**src/rtl/vga_comp_pkg.sv**
```systemverilog
// Shared types and timing-polarity constants for the VGA layer compositor.
package vga_comp_pkg;

   localparam int unsigned COLOR_W_DEF = 8;

   typedef enum logic [1:0] {
      IDLE = 2'd0,
      PLAY = 2'd1,
      OVER = 2'd2
   } phase_t;

   typedef struct packed {
      logic [COLOR_W_DEF-1:0] r;
      logic [COLOR_W_DEF-1:0] g;
      logic [COLOR_W_DEF-1:0] b;
   } rgb_t;

   // Inactive levels of the active-low syncs and of blank_n during reset
   localparam logic SYNC_IDLE  = 1'b1;
   localparam logic BLANK_IDLE = 1'b0;

endpackage

```
**src/rtl/vga_layer_compositor_if.sv**
```systemverilog
// Pixel-side bus of the compositor: timing, layer colours, game levels and outputs.
interface vga_layer_compositor_if #(
   parameter int unsigned NUM_LAYERS = 4,
   parameter int unsigned COLOR_W    = 8
);
   logic                              pix_en;
   logic                              in_hs;
   logic                              in_vs;
   logic                              in_blank_n;
   logic [NUM_LAYERS*3*COLOR_W-1:0]   layer_rgb;
   logic [NUM_LAYERS-1:0]             layer_valid;
   logic [3*COLOR_W-1:0]              bg_rgb;
   logic [3*COLOR_W-1:0]              start_rgb;
   logic [3*COLOR_W-1:0]              over_rgb;
   logic                              game_active;
   logic                              game_over;
   logic [COLOR_W-1:0]                out_r;
   logic [COLOR_W-1:0]                out_g;
   logic [COLOR_W-1:0]                out_b;
   logic                              out_hs;
   logic                              out_vs;
   logic                              out_blank_n;
   logic [1:0]                        phase;
   logic                              blink_on;

   modport master (
      output pix_en, in_hs, in_vs, in_blank_n, layer_rgb, layer_valid,
             bg_rgb, start_rgb, over_rgb, game_active, game_over,
      input  out_r, out_g, out_b, out_hs, out_vs, out_blank_n, phase, blink_on
   );

   modport slave (
      input  pix_en, in_hs, in_vs, in_blank_n, layer_rgb, layer_valid,
             bg_rgb, start_rgb, over_rgb, game_active, game_over,
      output out_r, out_g, out_b, out_hs, out_vs, out_blank_n, phase, blink_on
   );

endinterface

```
**src/rtl/pix_delay_line.sv**
```systemverilog
// Pixel-strobe gated shift register with synchronous active-low clear.
module pix_delay_line #(
   parameter int unsigned      WIDTH   = 1,
   parameter int unsigned      DEPTH   = 2,
   parameter logic [WIDTH-1:0] CLR_VAL = '0
) (
   input  logic             CLOCK_50,
   input  logic             clr_n,
   input  logic             pix_en,
   input  logic [WIDTH-1:0] d,
   output logic [WIDTH-1:0] q
);

   logic [WIDTH-1:0] stage [DEPTH];

   // Shift one position per pixel strobe; clear wins regardless of strobe
   always_ff @(posedge CLOCK_50) begin
      if (!clr_n) begin
         for (int i = 0; i < int'(DEPTH); i++) stage[i] <= CLR_VAL;
      end else if (pix_en) begin
         stage[0] <= d;
         for (int i = 1; i < int'(DEPTH); i++) stage[i] <= stage[i-1];
      end
   end

   assign q = stage[DEPTH-1];

endmodule

```
**src/rtl/vga_layer_compositor.sv**
```systemverilog
// Merges sprite layers, background and start/game-over screens into one VGA stream
// with a frame-synchronous game-phase FSM and a blinking game-over overlay.
module vga_layer_compositor
   import vga_comp_pkg::*;
#(
   parameter int unsigned NUM_LAYERS   = 4,
   parameter int unsigned COLOR_W      = COLOR_W_DEF,
   parameter int unsigned PIPE_DEPTH   = 2,
   parameter int unsigned BLINK_FRAMES = 30
) (
   input logic                   CLOCK_50,
   input logic                   reset_n,
   vga_layer_compositor_if.slave bus
);

   localparam int unsigned RGB_W = 3 * COLOR_W;
   localparam int unsigned CNT_W = 8;

   localparam logic [1:0] ST_IDLE = 2'(IDLE);
   localparam logic [1:0] ST_PLAY = 2'(PLAY);
   localparam logic [1:0] ST_OVER = 2'(OVER);

   logic [1:0]       phase_q, phase_d;
   logic             blink_q, blink_d;
   logic [CNT_W-1:0] cnt_q, cnt_d;
   logic             vs_prev_q;
   logic             frame_tick_c;
   logic [RGB_W-1:0] play_rgb_c;
   logic [RGB_W-1:0] sel_rgb_c;
   logic [RGB_W-1:0] rgb_q;
   logic [2:0]       sync_q;

   // VS falling edge seen on a pixel strobe; reset leaves prev low so a low VS is no tick
   assign frame_tick_c = bus.pix_en & vs_prev_q & ~bus.in_vs;

   // FSM, blink state and VS history registers
   always_ff @(posedge CLOCK_50) begin
      if (!reset_n) begin
         phase_q   <= ST_IDLE;
         blink_q   <= 1'b0;
         cnt_q     <= '0;
         vs_prev_q <= 1'b0;
      end else begin
         phase_q <= phase_d;
         blink_q <= blink_d;
         cnt_q   <= cnt_d;
         if (bus.pix_en) vs_prev_q <= bus.in_vs;
      end
   end

   // Next phase and blink timing, evaluated only on frame ticks
   always_comb begin
      phase_d = phase_q;
      blink_d = blink_q;
      cnt_d   = cnt_q;
      if (frame_tick_c) begin
         case (phase_q)
            ST_IDLE: if (bus.game_active) phase_d = ST_PLAY;
            ST_PLAY: begin
               if (!bus.game_active)   phase_d = ST_IDLE;
               else if (bus.game_over) phase_d = ST_OVER;
            end
            ST_OVER: if (!bus.game_active) phase_d = ST_IDLE;
            default: phase_d = ST_IDLE;
         endcase
         if (phase_d != ST_OVER) begin
            blink_d = 1'b0;
            cnt_d   = '0;
         end else if (phase_q != ST_OVER) begin
            blink_d = 1'b1;
            cnt_d   = '0;
         end else if (cnt_q == CNT_W'(BLINK_FRAMES - 1)) begin
            blink_d = ~blink_q;
            cnt_d   = '0;
         end else begin
            cnt_d = cnt_q + CNT_W'(1);
         end
      end
   end

   // Priority encoder: walk from the lowest priority up so layer 0 overrides all
   always_comb begin
      play_rgb_c = bus.bg_rgb;
      for (int i = int'(NUM_LAYERS) - 1; i >= 0; i--) begin
         if (bus.layer_valid[i]) play_rgb_c = bus.layer_rgb[i*RGB_W +: RGB_W];
      end
   end

   // Screen select by phase; blanked pixels are black (blank_n travels alongside)
   always_comb begin
      sel_rgb_c = play_rgb_c;
      if (phase_q == ST_IDLE)                  sel_rgb_c = bus.start_rgb;
      else if (phase_q == ST_OVER && blink_q)  sel_rgb_c = bus.over_rgb;
      if (!bus.in_blank_n)                     sel_rgb_c = '0;
   end

   pix_delay_line #(
      .WIDTH   (3),
      .DEPTH   (PIPE_DEPTH),
      .CLR_VAL ({SYNC_IDLE, SYNC_IDLE, BLANK_IDLE})
   ) u_sync_dly (
      .CLOCK_50 (CLOCK_50),
      .clr_n    (reset_n),
      .pix_en   (bus.pix_en),
      .d        ({bus.in_hs, bus.in_vs, bus.in_blank_n}),
      .q        (sync_q)
   );

   pix_delay_line #(
      .WIDTH   (RGB_W),
      .DEPTH   (PIPE_DEPTH),
      .CLR_VAL ('0)
   ) u_rgb_dly (
      .CLOCK_50 (CLOCK_50),
      .clr_n    (reset_n),
      .pix_en   (bus.pix_en),
      .d        (sel_rgb_c),
      .q        (rgb_q)
   );

   assign bus.out_hs      = sync_q[2];
   assign bus.out_vs      = sync_q[1];
   assign bus.out_blank_n = sync_q[0];
   assign bus.out_r       = rgb_q[RGB_W-1 -: COLOR_W];
   assign bus.out_g       = rgb_q[2*COLOR_W-1 -: COLOR_W];
   assign bus.out_b       = rgb_q[COLOR_W-1:0];
   assign bus.phase       = phase_q;
   assign bus.blink_on    = blink_q;

endmodule

```
**src/flat_wrapper.sv**
```systemverilog
// flat-port wrapper written by rule: the top's interface ports become plain ports
module vga_layer_compositor_flat import vga_comp_pkg::*;
#(
   parameter int unsigned NUM_LAYERS   = 4,
   parameter int unsigned COLOR_W      = COLOR_W_DEF,
   parameter int unsigned PIPE_DEPTH   = 2,
   parameter int unsigned BLINK_FRAMES = 30
)
  (CLOCK_50, reset_n, bus_pix_en, bus_in_hs, bus_in_vs, bus_in_blank_n, bus_layer_rgb, bus_layer_valid, bus_bg_rgb, bus_start_rgb, bus_over_rgb, bus_game_active, bus_game_over, bus_out_r, bus_out_g, bus_out_b, bus_out_hs, bus_out_vs, bus_out_blank_n, bus_phase, bus_blink_on);
  vga_layer_compositor_if #(.NUM_LAYERS(NUM_LAYERS), .COLOR_W(COLOR_W)) bus_i ();
  input logic CLOCK_50;
  input logic reset_n;
  input wire logic [$bits(bus_i.pix_en)-1:0] bus_pix_en;
  input wire logic [$bits(bus_i.in_hs)-1:0] bus_in_hs;
  input wire logic [$bits(bus_i.in_vs)-1:0] bus_in_vs;
  input wire logic [$bits(bus_i.in_blank_n)-1:0] bus_in_blank_n;
  input wire logic [$bits(bus_i.layer_rgb)-1:0] bus_layer_rgb;
  input wire logic [$bits(bus_i.layer_valid)-1:0] bus_layer_valid;
  input wire logic [$bits(bus_i.bg_rgb)-1:0] bus_bg_rgb;
  input wire logic [$bits(bus_i.start_rgb)-1:0] bus_start_rgb;
  input wire logic [$bits(bus_i.over_rgb)-1:0] bus_over_rgb;
  input wire logic [$bits(bus_i.game_active)-1:0] bus_game_active;
  input wire logic [$bits(bus_i.game_over)-1:0] bus_game_over;
  output wire logic [$bits(bus_i.out_r)-1:0] bus_out_r;
  output wire logic [$bits(bus_i.out_g)-1:0] bus_out_g;
  output wire logic [$bits(bus_i.out_b)-1:0] bus_out_b;
  output wire logic [$bits(bus_i.out_hs)-1:0] bus_out_hs;
  output wire logic [$bits(bus_i.out_vs)-1:0] bus_out_vs;
  output wire logic [$bits(bus_i.out_blank_n)-1:0] bus_out_blank_n;
  output wire logic [$bits(bus_i.phase)-1:0] bus_phase;
  output wire logic [$bits(bus_i.blink_on)-1:0] bus_blink_on;
  assign bus_i.pix_en = bus_pix_en;
  assign bus_i.in_hs = bus_in_hs;
  assign bus_i.in_vs = bus_in_vs;
  assign bus_i.in_blank_n = bus_in_blank_n;
  assign bus_i.layer_rgb = bus_layer_rgb;
  assign bus_i.layer_valid = bus_layer_valid;
  assign bus_i.bg_rgb = bus_bg_rgb;
  assign bus_i.start_rgb = bus_start_rgb;
  assign bus_i.over_rgb = bus_over_rgb;
  assign bus_i.game_active = bus_game_active;
  assign bus_i.game_over = bus_game_over;
  assign bus_out_r = bus_i.out_r;
  assign bus_out_g = bus_i.out_g;
  assign bus_out_b = bus_i.out_b;
  assign bus_out_hs = bus_i.out_hs;
  assign bus_out_vs = bus_i.out_vs;
  assign bus_out_blank_n = bus_i.out_blank_n;
  assign bus_phase = bus_i.phase;
  assign bus_blink_on = bus_i.blink_on;
  vga_layer_compositor #(.NUM_LAYERS(NUM_LAYERS), .COLOR_W(COLOR_W), .PIPE_DEPTH(PIPE_DEPTH), .BLINK_FRAMES(BLINK_FRAMES)) u_core (.CLOCK_50(CLOCK_50), .reset_n(reset_n), .bus(bus_i));
endmodule
```
**config.mk**
```make
export PLATFORM = sky130hd
export DESIGN_NAME = vga_layer_compositor_flat
export DESIGN_NICKNAME = d
export VERILOG_FILES = /design/src/rtl/vga_comp_pkg.sv /design/src/rtl/vga_layer_compositor_if.sv /design/src/rtl/pix_delay_line.sv /design/src/rtl/vga_layer_compositor.sv /design/src/flat_wrapper.sv
export SDC_FILE = /design/constraint.sdc
export NUM_CORES = 1
export LEC_CHECK = 0
export ABC_AREA = 1
export BUFFER_PORTS_ARGS = -buffer_cell sky130_fd_sc_hd__buf_2
export CAP_MARGIN = 20
export CORE_ASPECT_RATIO = 1.1
export CORE_MARGIN = 5
export CORE_UTILIZATION = 49
export CTS_CLUSTER_DIAMETER = 150
export DETAILED_ROUTE_END_ITERATION = 10
export PLACE_DENSITY = 0.81
export SYNTH_ARGS = -nofsm -noshare
export SYNTH_HDL_FRONTEND = slang
export SYNTH_HIERARCHICAL = 1
export SYNTH_SLANG_ARGS = --single-unit
```
**constraint.sdc**
```tcl
create_clock -name CLOCK_50 -period 1.95 [get_ports CLOCK_50]
set_clock_uncertainty 0.05 [all_clocks]
set_input_delay 0.195 -clock CLOCK_50 [delete_from_list [all_inputs] [get_ports CLOCK_50]]
set_output_delay 0.195 -clock CLOCK_50 [all_outputs]
set_load 0.03 [all_outputs]
```
# [After elaboration in Yosys (flattened, before gate mapping)]
# Memories as Yosys holds them, arrays and structs flattened.
# Cells that the tools add are included.
[word_totals] mem_bits_rw=54 n_memories=2 reg_bits=12
[mem_list] name="u_core.u_rgb_dly.stage" depth=2 width=24 rd=2 rd_clocked_by_memory_dff=0 write_ports=2 line="pix_delay_line.sv:14" rtl="logic [WIDTH-1:0] stage [DEPTH];"
[mem_list] name="u_core.u_sync_dly.stage" depth=2 width=3 rd=2 rd_clocked_by_memory_dff=0 write_ports=2 line="pix_delay_line.sv:14"
[op_classes] n_reduce_logical=4 eq_ne=5 muxes=27 bitwise=8 add_sub_neg=1
[ops] op="24-bit 2-to-1 mux" n=9
[ops] op="8-bit 2-to-1 mux" n=3
[ops] op="2-bit 2-to-1 mux" n=5
[ops] op="8-bit by 1-bit adder with 8-bit output, second input constant" n=1
[ops] op="8-bit by 5-bit equality test with 1-bit output, second input constant" n=1
[ops] op="1-bit 2-to-1 mux" n=7
[ops] op="3-bit 2-to-1 mux" n=2
[ops] op="2-bit case mux with 3 select lines" n=1
[ops] op="2-bit != test, second input constant" n=2
[ops] op="1-bit bitwise OR" n=4
[ops] op="3-bit nonzero test" n=1
[ops] op="1-bit AND" n=2
[ops] op="2-bit by 1-bit equality test with 1-bit output, second input constant" n=1
[ops] op="2-bit equality test, second input constant" n=1
[ops] op="2-bit zero test" n=1
[ops] op="1-bit NOT" n=2
[ops] op="2-bit AND reduction" n=1
[ops] op="1-bit logical AND" n=1

# [Depth between registers and ports, before layout]
[depth] depth_word=8 depth_mapped=12 depth_no_buf=10

# [Cells and area by module]
# The synthesis kept the hierarchy.
[modules_own_cells] mod="vga_layer_compositor" n_inst=1 seq_area_each_um2=240.2 area_each_um2=2582.5 cells_per_inst=577
[modules_own_cells] mod="pix_delay_line (u_core.u_rgb_dly)" n_inst=1 seq_area_each_um2=1441.4 area_each_um2=2204.6 cells_per_inst=176
[modules_own_cells] mod="pix_delay_line (u_core.u_sync_dly)" n_inst=1 seq_area_each_um2=180.2 area_each_um2=264.0 cells_per_inst=24

# [Least setup slack after synthesis]
# No wires, ideal clock.
[synth_path] kind="in2reg" start="in bus_pix_en" end="mem u_core/u_rgb_dly/stage[0][0] (netlist name) (enable)" required_time_ns=1.493 path_slack_ns=0.247 cell_stages=2 arrival_time_ns=1.246 setup_time_ns=0.407 path_cell_list="inv_1 > nand2_1"
[synth_lines] element="start: declaration" line="flat_wrapper.sv:13" rtl="input wire logic [$bits(bus_i.pix_en)-1:0] bus_pix_en;"
[synth_lines] element="end: declaration" line="pix_delay_line.sv:14"

==> flow_summary_export.csv <==
group,metric,value,unit
status,status,"complete, no violations",
timing,fin_tns_setup,0,ns
cells_and_area,final_common_cell,"nand2_1",
setup_path,worstPathArrival,1.65,ns
clock_network,clk_pin_slew,0.07,ns
placement,pre_cts_ws,0.3247,ns
cells_and_area,areaGrowthSynthToFinish,21.85,%
setup_path,critPathLaunchType,"register",
setup_path,crit_required,1.98,ns
timing,max_freq,0.6189,GHz
routing,route.detailed.drc,0,
cells_and_area,drive_gt1_share,28.21,%
routing,antenna_left,0,
placement,detailed_place_hpwl,10.33,mm
logic_synthesis,synth.avg_cell_area,6.501,um2
cells_and_area,final_util,61.64,%
clock_network,insertion_delay,0.34,ns
routing,drt_iter0_markers,302,
timing,finalHoldViolations,0,
job,maxCapViolations,0,
logic_synthesis,syn_inst,777,
setup_path,r2r_end,"u_core/u_rgb_dly/stage[0][23]",
clock_network,cts_made_buffers,9,
clock_network,clkSinkCount,66,
floorplanning,core,9985,um2
routing,drtPass1Iterations,5,
setup_path,worstSetupEndpoint,"u_core/u_rgb_dly/stage[0][23]",
logic_synthesis,yosysTopAreaCell,"edfxtp_1",
floorplanning,fp.dieW,106.8,um
floorplanning,dieHeight,116.5,um
cells_and_area,diodes,0,
power,power.density,554.0,nW/um2
power,leakagePower,0.003416,uW
setup_path,crit_fanout,49,
clock_network,cts_tree,"built",
setup_path,startpoint,"u_core/bus.phase[0]",
timing,max-slew-margin-rel,73.20,%
logic_synthesis,synth_top_area_share,32.10,%
logic_synthesis,yosys-top-cells-area,"edfxtp_1 (32%), nand2_1 (17%), inv_1 (11%)",
timing,drv_slew,0,
logic_synthesis,mappedNetlistNets,959,
global_route,grt_overflow_total,0,
routing,avgRoutedWirePerCell,12.16,um
clock_network,clock_path_buffers,2,
timing,fin_crit,1.616,ns
cells_and_area,layout.nets,1127,
routing,viasPerCell,4.634,
routing,vias,4958,
power,max-vdd-ir-drop,0.2772,mV
timing,timing.final.crit_share,82.86,%
global_route,grt_pass1_wl,21.00,mm
timing,tightest_slew,0.4015,ns
clock_network,cts-root-buf,"clkbuf_8",
setup_path,r2r_slack,0.33,ns
timing,rsz0062_at_grt,"no",
floorplanning,ioPinCount,210,
global_route,grt.total_usage,21.21,%
placement,gp_congestion,0.8768,
global_route,grt_antenna_before_repair,0,
routing,wl,13.02,mm
floorplanning,die_area,12440,um2
setup_path,timing.rr.start,"u_core/bus.phase[0]",
placement,portBuffers,209,
logic_synthesis,synth_area,5051,um2
floorplanning,num_rows,38,
timing,final-setup-viol-count,0,
clock_network,post_cts_buffers,0,
floorplanning,start_util,50.59,%
timing,finalWorstSetupSlack,0.3343,ns
global_route,grt_max_degree,50,
clock_network,post_cts_resized,0,
clock_network,ctsHoldBuffers,0,
global_route,grt_pass1_vias,4527,
setup_path,r2r_cells,10,
clock_network,ctsHtreeMaxLevel,3,
setup_path,crit_type,"register to register",
setup_path,end_kind,"register",
logic_synthesis,yosysWarningCount,6,
logic_synthesis,ys_ff_latch,66,
logic_synthesis,yosysUniqueCellTypes,25,
hold_path,min_path_type,"input pin to register",
logic_synthesis,ys_seq_area_share,36.86,%
cells_and_area,layout_common_cells,"nand2_1 (232), buf_2 (209), inv_1 (144)",
-- routing by layer --
layer / GRT usage, % / wire length (um) / share of wire (%)
met1: 28.53 / 5565 / 43
met2: 34.17 / 6116 / 47
met3: 4.146 / 1031 / 7.9
met4: 7.928 / 301 / 2.3
met5: 0 / 0 / 0
-- through the flow --
stage	cell area (um2)	total power, uW	hold slack (ns)	instances
6_report	6155	3409	0.06886	1070
5_1_grt	6155	3620	0.07179	1070
4_1_cts	6155	3445	0.04197	1070
3_5_place_dp	5993	2491	0.4121	1054
3_3_place_gp	5993	2485	0.4035	1054
2_1_floorplan	5051	2214	0.2422	777
-- report_power, final --
| group | internal (uW) | switching, uW | total (uW) |
|---|---|---|---|
| registers | 1600 | 21.5 | 1620 |
| clock network | 449 | 500 | 950 |
| logic | 335 | 500 | 836 |
-- registers in the layout (all words and copies together), names as in the netlist --
name,flops
u_core/bus.blink_on,1
u_core/bus.phase,2
u_core/cnt_q,8
u_core/u_rgb_dly/stage,48
u_core/u_sync_dly/stage,6
u_core/vs_prev_q,1
-- cell type report --
type                    count  area, um2
clock buffers              10      127.6
clock inverters             6      33.78
fillers                   966       3830
inverters                 147      551.8
multi-input cells         500       2218
flip-flops and latches     66       1862
well taps                 120      150.1
repair buffers            221       1211
-- synthesized netlist by cell type --
library cell,instances
nand2_1,234
inv_1,144
nor2_1,137
nand3_1,60
edfxtp_1,54
buf_4,32
a21oi_1,29
nor2_4,20
buf_2,17
dfxtp_1,12
clkbuf_1,10
o21ai_0,5
buf_6,3
inv_2,3
nor2_2,3
buf_12,2
ha_1,2
nand2_2,2
or2_2,2
a211oi_1,1
nand3_2,1
nor3_1,1
o211ai_1,1
o21ai_1,1
xor2_1,1
-- kinds of logic after synthesis --
kind of cell             count (synthesis)  share of synthesized area, %
AND/OR/NAND/NOR                        460                         39.14
buffers and inverters                  211                         19.57
flip-flops                              66                         36.86
AO/OA/AOI/OAI                           37                         3.765
adder cells (fa/ha/maj)                  2                        0.4953
XOR/XNOR                                 1                        0.1734
-- how the worst min path moves through the flow --
stage,from,end,cells after the start,slack (ns)
2_1_floorplan,bus_pix_en,u_core/vs_prev_q,1,0.24
3_3_place_gp,bus_in_hs,u_core/u_sync_dly/stage[0][2],3,0.40
3_5_place_dp,bus_in_hs,u_core/u_sync_dly/stage[0][2],3,0.41
4_1_cts,bus_in_hs,u_core/u_sync_dly/stage[0][2],3,0.04
5_1_grt,bus_in_hs,u_core/u_sync_dly/stage[0][2],3,0.07
6_report,bus_in_hs,u_core/u_sync_dly/stage[0][2],3,0.07
-- critical path, stage by stage, from the launching register on --
cell	delay, ns
dfxtp_1	0.47
nor2_2	0.09
nand2_2	0.08
buf_12	0.22
nand2_1	0.07
inv_1	0.05
nand2_1	0.06
nand2_1	0.07
a21oi_1	0.06
inv_1	0.06
nor2_1	0.04
Power figures use the tool's default switching activity.
